## config.mk

```make
export PLATFORM = sky130hd
export DESIGN_NAME = bcd_counter_2d_flat
export DESIGN_NICKNAME = d
export VERILOG_FILES = /design/src/rtl/bcd_pkg.sv /design/src/rtl/bcd_counter_2d_if.sv /design/src/rtl/bcd_digit.sv /design/src/rtl/bcd_counter_2d.sv /design/src/flat_wrapper.sv
export SDC_FILE = /design/constraint.sdc
export NUM_CORES = 1
export LEC_CHECK = 0
export CAP_MARGIN = 20
export CORE_ASPECT_RATIO = 0.6
export CORE_MARGIN = 3
export CORE_UTILIZATION = 45
export DETAILED_ROUTE_END_ITERATION = 12
export DONT_BUFFER_PORTS = 1
export HOLD_SLACK_MARGIN = 0.08
export REMOVE_ABC_BUFFERS = 1
export SYNTH_ARGS = -nofsm -noshare
export SYNTH_HDL_FRONTEND = slang
export SYNTH_HIERARCHICAL = 1
export SYNTH_SLANG_ARGS = --single-unit
```

## constraint.sdc

```tcl
create_clock -name clk -period 2.3 [get_ports clk]
set_clock_uncertainty 0.1 [all_clocks]
set_input_delay 0.575 -clock clk [delete_from_list [all_inputs] [get_ports clk]]
set_output_delay 0.575 -clock clk [all_outputs]
set_load 0.02 [all_outputs]
```

## src/rtl/bcd_pkg.sv

```systemverilog
`default_nettype none
// ============================================================================
//  Module   : bcd_pkg
//  Purpose  : Shared constants and helpers for the packed two-digit BCD counter.
//  Revision : 1.0
// ============================================================================
package bcd_pkg;

    localparam logic [3:0] BCD_DIGIT_MAX = 4'd9;
    localparam int         BCD2_W        = 8;

    function automatic logic bcd_digit_valid(input logic [3:0] digit);
        return (digit <= BCD_DIGIT_MAX);
    endfunction

endpackage : bcd_pkg
`default_nettype wire

```

## src/rtl/bcd_counter_2d_if.sv

```systemverilog
`default_nettype none
// ============================================================================
//  Module   : bcd_counter_2d_if
//  Purpose  : Control/status bundle between the BCD counter and its controller.
//  Revision : 1.0
// ============================================================================
interface bcd_counter_2d_if;
    import bcd_pkg::*;

    logic              en;
    logic              up;
    logic              load;
    logic [BCD2_W-1:0] load_val;
    logic              clr_err;
    logic [BCD2_W-1:0] bcd;
    logic              tc;
    logic              err;

    modport master (
        output en, up, load, load_val, clr_err,
        input  bcd, tc, err
    );

    modport slave (
        input  en, up, load, load_val, clr_err,
        output bcd, tc, err
    );

endinterface : bcd_counter_2d_if
`default_nettype wire

```

## src/rtl/bcd_digit.sv

```systemverilog
`default_nettype none
// ============================================================================
//  Module   : bcd_digit
//  Purpose  : One registered BCD digit with up/down stepping, whole-counter wrap,
//             parallel load and carry/borrow out to the next digit.
//  Revision : 1.0
// ============================================================================
module bcd_digit
    import bcd_pkg::*;
(
    input  wire logic       clk,
    input  wire logic       rst_n,
    input  wire logic       step,
    input  wire logic       up,
    input  wire logic       wrap,
    input  wire logic [3:0] wrap_hi,
    input  wire logic [3:0] wrap_lo,
    input  wire logic       load,
    input  wire logic [3:0] load_digit,
    output logic      [3:0] digit,
    output logic            carry
);

    logic [3:0] r_digit;
    logic [3:0] w_next;

    // wrap_lo is the digit value after an upward wrap, wrap_hi after a downward one
    always_comb begin
        w_next = r_digit;
        if (load) begin
            w_next = load_digit;
        end else if (wrap) begin
            w_next = up ? wrap_lo : wrap_hi;
        end else if (step) begin
            if (up) begin
                w_next = (r_digit == BCD_DIGIT_MAX) ? 4'd0 : r_digit + 4'd1;
            end else begin
                w_next = (r_digit == 4'd0) ? BCD_DIGIT_MAX : r_digit - 4'd1;
            end
        end
    end

    always_ff @(posedge clk) begin
        if (!rst_n) begin
            r_digit <= 4'd0;
        end else begin
            r_digit <= w_next;
        end
    end

    assign digit = r_digit;
    assign carry = step & ~wrap & (up ? (r_digit == BCD_DIGIT_MAX) : (r_digit == 4'd0));

endmodule : bcd_digit
`default_nettype wire

```

## src/rtl/bcd_counter_2d.sv

```systemverilog
`default_nettype none
// ============================================================================
//  Module   : bcd_counter_2d
//  Purpose  : Two-digit BCD up/down counter, range 00..MAX_BCD, with validated
//             parallel load, terminal-count strobe and sticky load-error flag.
//  Revision : 1.0
// ============================================================================
module bcd_counter_2d
    import bcd_pkg::*;
#(
    parameter logic [BCD2_W-1:0] MAX_BCD = 8'h15
)
(
    input  wire logic          clk,
    input  wire logic          rst_n,
    bcd_counter_2d_if.slave    bus
);

    logic [BCD2_W-1:0] w_bcd;
    logic              w_step;
    logic              w_at_max;
    logic              w_at_zero;
    logic              w_wrap;
    logic              w_load_valid;
    logic              w_load_ok;
    logic              w_load_bad;
    logic              w_ones_carry;
    logic              w_tens_carry;
    logic              r_err;

    assign w_step    = bus.en & ~bus.load;
    assign w_at_max  = (w_bcd == MAX_BCD);
    assign w_at_zero = (w_bcd == '0);
    assign w_wrap    = w_step & (bus.up ? w_at_max : w_at_zero);

    // Packed BCD with valid nibbles preserves numeric order, so a plain compare works
    assign w_load_valid = bcd_digit_valid(bus.load_val[7:4])
                        & bcd_digit_valid(bus.load_val[3:0])
                        & (bus.load_val <= MAX_BCD);
    assign w_load_ok    = bus.load & w_load_valid;
    assign w_load_bad   = bus.load & ~w_load_valid;

    bcd_digit u_ones (
        .clk        (clk),
        .rst_n      (rst_n),
        .step       (w_step),
        .up         (bus.up),
        .wrap       (w_wrap),
        .wrap_hi    (MAX_BCD[3:0]),
        .wrap_lo    (4'd0),
        .load       (w_load_ok),
        .load_digit (bus.load_val[3:0]),
        .digit      (w_bcd[3:0]),
        .carry      (w_ones_carry)
    );

    bcd_digit u_tens (
        .clk        (clk),
        .rst_n      (rst_n),
        .step       (w_ones_carry),
        .up         (bus.up),
        .wrap       (w_wrap),
        .wrap_hi    (MAX_BCD[7:4]),
        .wrap_lo    (4'd0),
        .load       (w_load_ok),
        .load_digit (bus.load_val[7:4]),
        .digit      (w_bcd[7:4]),
        .carry      (w_tens_carry)
    );

    // A rejected load takes precedence over a same-cycle clear
    always_ff @(posedge clk) begin
        if (!rst_n) begin
            r_err <= 1'b0;
        end else if (w_load_bad) begin
            r_err <= 1'b1;
        end else if (bus.clr_err) begin
            r_err <= 1'b0;
        end
    end

    assign bus.bcd = w_bcd;
    assign bus.tc  = rst_n & w_wrap;
    assign bus.err = r_err;

    logic w_unused;
    assign w_unused = w_tens_carry;

endmodule : bcd_counter_2d
`default_nettype wire

```

## src/flat_wrapper.sv

```systemverilog
// flat-port wrapper written by rule: the top's interface ports become plain ports
module bcd_counter_2d_flat import bcd_pkg::*;
#(
    parameter logic [BCD2_W-1:0] MAX_BCD = 8'h15
)
  (clk, rst_n, bus_en, bus_up, bus_load, bus_load_val, bus_clr_err, bus_bcd, bus_tc, bus_err);
  bcd_counter_2d_if bus_i ();
  input  wire logic clk;
  input  wire logic rst_n;
  input wire logic [$bits(bus_i.en)-1:0] bus_en;
  input wire logic [$bits(bus_i.up)-1:0] bus_up;
  input wire logic [$bits(bus_i.load)-1:0] bus_load;
  input wire logic [$bits(bus_i.load_val)-1:0] bus_load_val;
  input wire logic [$bits(bus_i.clr_err)-1:0] bus_clr_err;
  output wire logic [$bits(bus_i.bcd)-1:0] bus_bcd;
  output wire logic [$bits(bus_i.tc)-1:0] bus_tc;
  output wire logic [$bits(bus_i.err)-1:0] bus_err;
  assign bus_i.en = bus_en;
  assign bus_i.up = bus_up;
  assign bus_i.load = bus_load;
  assign bus_i.load_val = bus_load_val;
  assign bus_i.clr_err = bus_clr_err;
  assign bus_bcd = bus_i.bcd;
  assign bus_tc = bus_i.tc;
  assign bus_err = bus_i.err;
  bcd_counter_2d #(.MAX_BCD(MAX_BCD)) u_core (.clk(clk), .rst_n(rst_n), .bus(bus_i));
endmodule
```

==> impl_metrics.yaml <==
place:
  gp_congestion: 0.861
  post-dp-hpwl_um: 2140
  pre_cts_ws_ns: -0.0205
  port_buffers: 0
  place_inst: 181
timing:
  finalSetupViolCount: 0
  min_period_ns: 2.27
  fin_crit_sh_pct: 98.6
  whs_ns: 0.374
  finalHoldViolations: 0
  tns_ns: 0
  setup_ws_ns: 0.0322
  fmax_mhz: 441
  report.final.slew_viol_count: 0
pwr:
  peakVddDrop_mv: 0.392
  power.total_mw: 0.598
  power_density_nw_per_um2: 481
  power.leakage_nw: 0.478
grt:
  grt_overflow: 0
  grt_use_total_pct: 21.6
  grt_pass1_wl_um: 4660
  grt_pass1_vias: 955
  grt_start_max_net_pins: 31
  antenna_found_initial: 0
critical_path:
  crit_path_end_kind: "register"
  slowest_delay_ns: 0.36
  critPathSlowestCell: "dfxtp_1"
  worstSetupPathType: "register to register"
  cp_top_family: "compound AO/OA/AOI/OAI gates"
  cp_max_fo: 4
  crit_chain: "and4_1, o2111a_2, nand2b_1, a2111oi_2, nor4b_2, a311oi_1, a211oi_1, o21ai_0"
  arrival_ns: 2.28
  worstPathRequired_ns: 2.31
  critPathBufInv: 0
  startpoint_type: "register"
route:
  drtIter0Drc: 80
  ant_nets: 0
  routed_wl_um: 3030
  dr_total_vias: 1110
  vias_per_cell: 5.97
  firstDrtPassIters: 4
  wire_per_inst_um: 16.3
  drcViolationCount: 0
layout:
  synthToLayoutAreaGrowth_pct: 19.6
  nets: 173
  n_antenna_cell: 0
  final_common_cell: "o21ai_0"
  register_area_um2: 181
  finalNonFillerCells: 186
  final_cell_mix: "o21ai_0, conb_1, buf_4, nand2_1, dfxtp_1"
  layout-drive-gt1-share_pct: 19.6
  multi_input_area_um2: 831
  fillCellCount: 186
floorplan:
  initial_core_util_pct: 51.6
  die_w_um: 68.0
  die_y_um: 43.2
  design.core.area_um2: 2010
  die_area_um2: 2940
  row_count: 12
  ioPinCount: 24
clock_network:
  cts_root_buffer: "clkbuf_8"
  cts_buffers: 3
  cts_max_level: 1
  clk_latency_ns: 0.24
  cts_tree: "built"
  clk_pin_slew_ns: 0.05
  clock-sinks: 9
  holdBufCountCts: 0
  clockBufferDepth: 2
min_path:
  min_path_type: "input pin to register"
synth:
  synthesis.instances: 136
  syn_area_per_cell_um2: 7.64
  synth_warnings: 6
  synthesis.area_um2: 1040
status:
  status: "finished clean"
run:
  max_cap_violations: 0
area by class of cell:
type | count | share of cell area [%]
multi-input combinational | 126 | 66.9
clock buffer | 3 | 3.32
clock inverter | 1 | 0.403
tap | 28 | 2.82
sequential | 9 | 14.6
timing repair buffer | 14 | 10.5
inverter | 5 | 1.51
timing repair:
action / CTS / global route
resized for setup: 1 / 7
setup buffers: 0 / 0
gates cloned: 0 / 1
setup endpoints to repair: 1 / 1
pin swaps: 0 / 1
worst paths after layout:
kind,start,to,slack (ns),cells past startpoint
max,u_core/u_ones/digit[2],u_core/u_tens/digit[3],0.03,8
min,rst_n,u_core/u_ones/digit[2],0.37,1
max reg2reg,u_core/u_ones/digit[2],u_core/u_tens/digit[3],0.03,8
min reg2reg,u_core/bus.err,u_core/bus.err,0.51,2
state kept, by name (all words and copies together) (netlist names):
register	count
u_core/bus.err	1
u_core/u_tens/digit	4
u_core/u_ones/digit	4
power breakdown:
part	internal (mW)	switching (mW)
clock	0.119	0.0753
combinational	0.0963	0.119
sequential	0.171	0.0178
stage by stage:
stage	utilization, %	instance area (um2)
after CTS	59.3	1190
after global routing	61.8	1240
after detailed placement	57.0	1150
after global placement	57.0	1150
after floorplan	-	1010
final	61.8	1240
per-layer routing:
metal | track usage [%] | vias up | share of wire [%]
met5 | 0 | - | 0
met4 | 3.95 | 0 | 0.89
met3 | 8.20 | 6 | 9.9
met2 | 30.1 | 54 | 42
met1 | 31.2 | 510 | 47
li1 | - | 540 | -
Note: power is estimated with default switching activity, not from simulation.
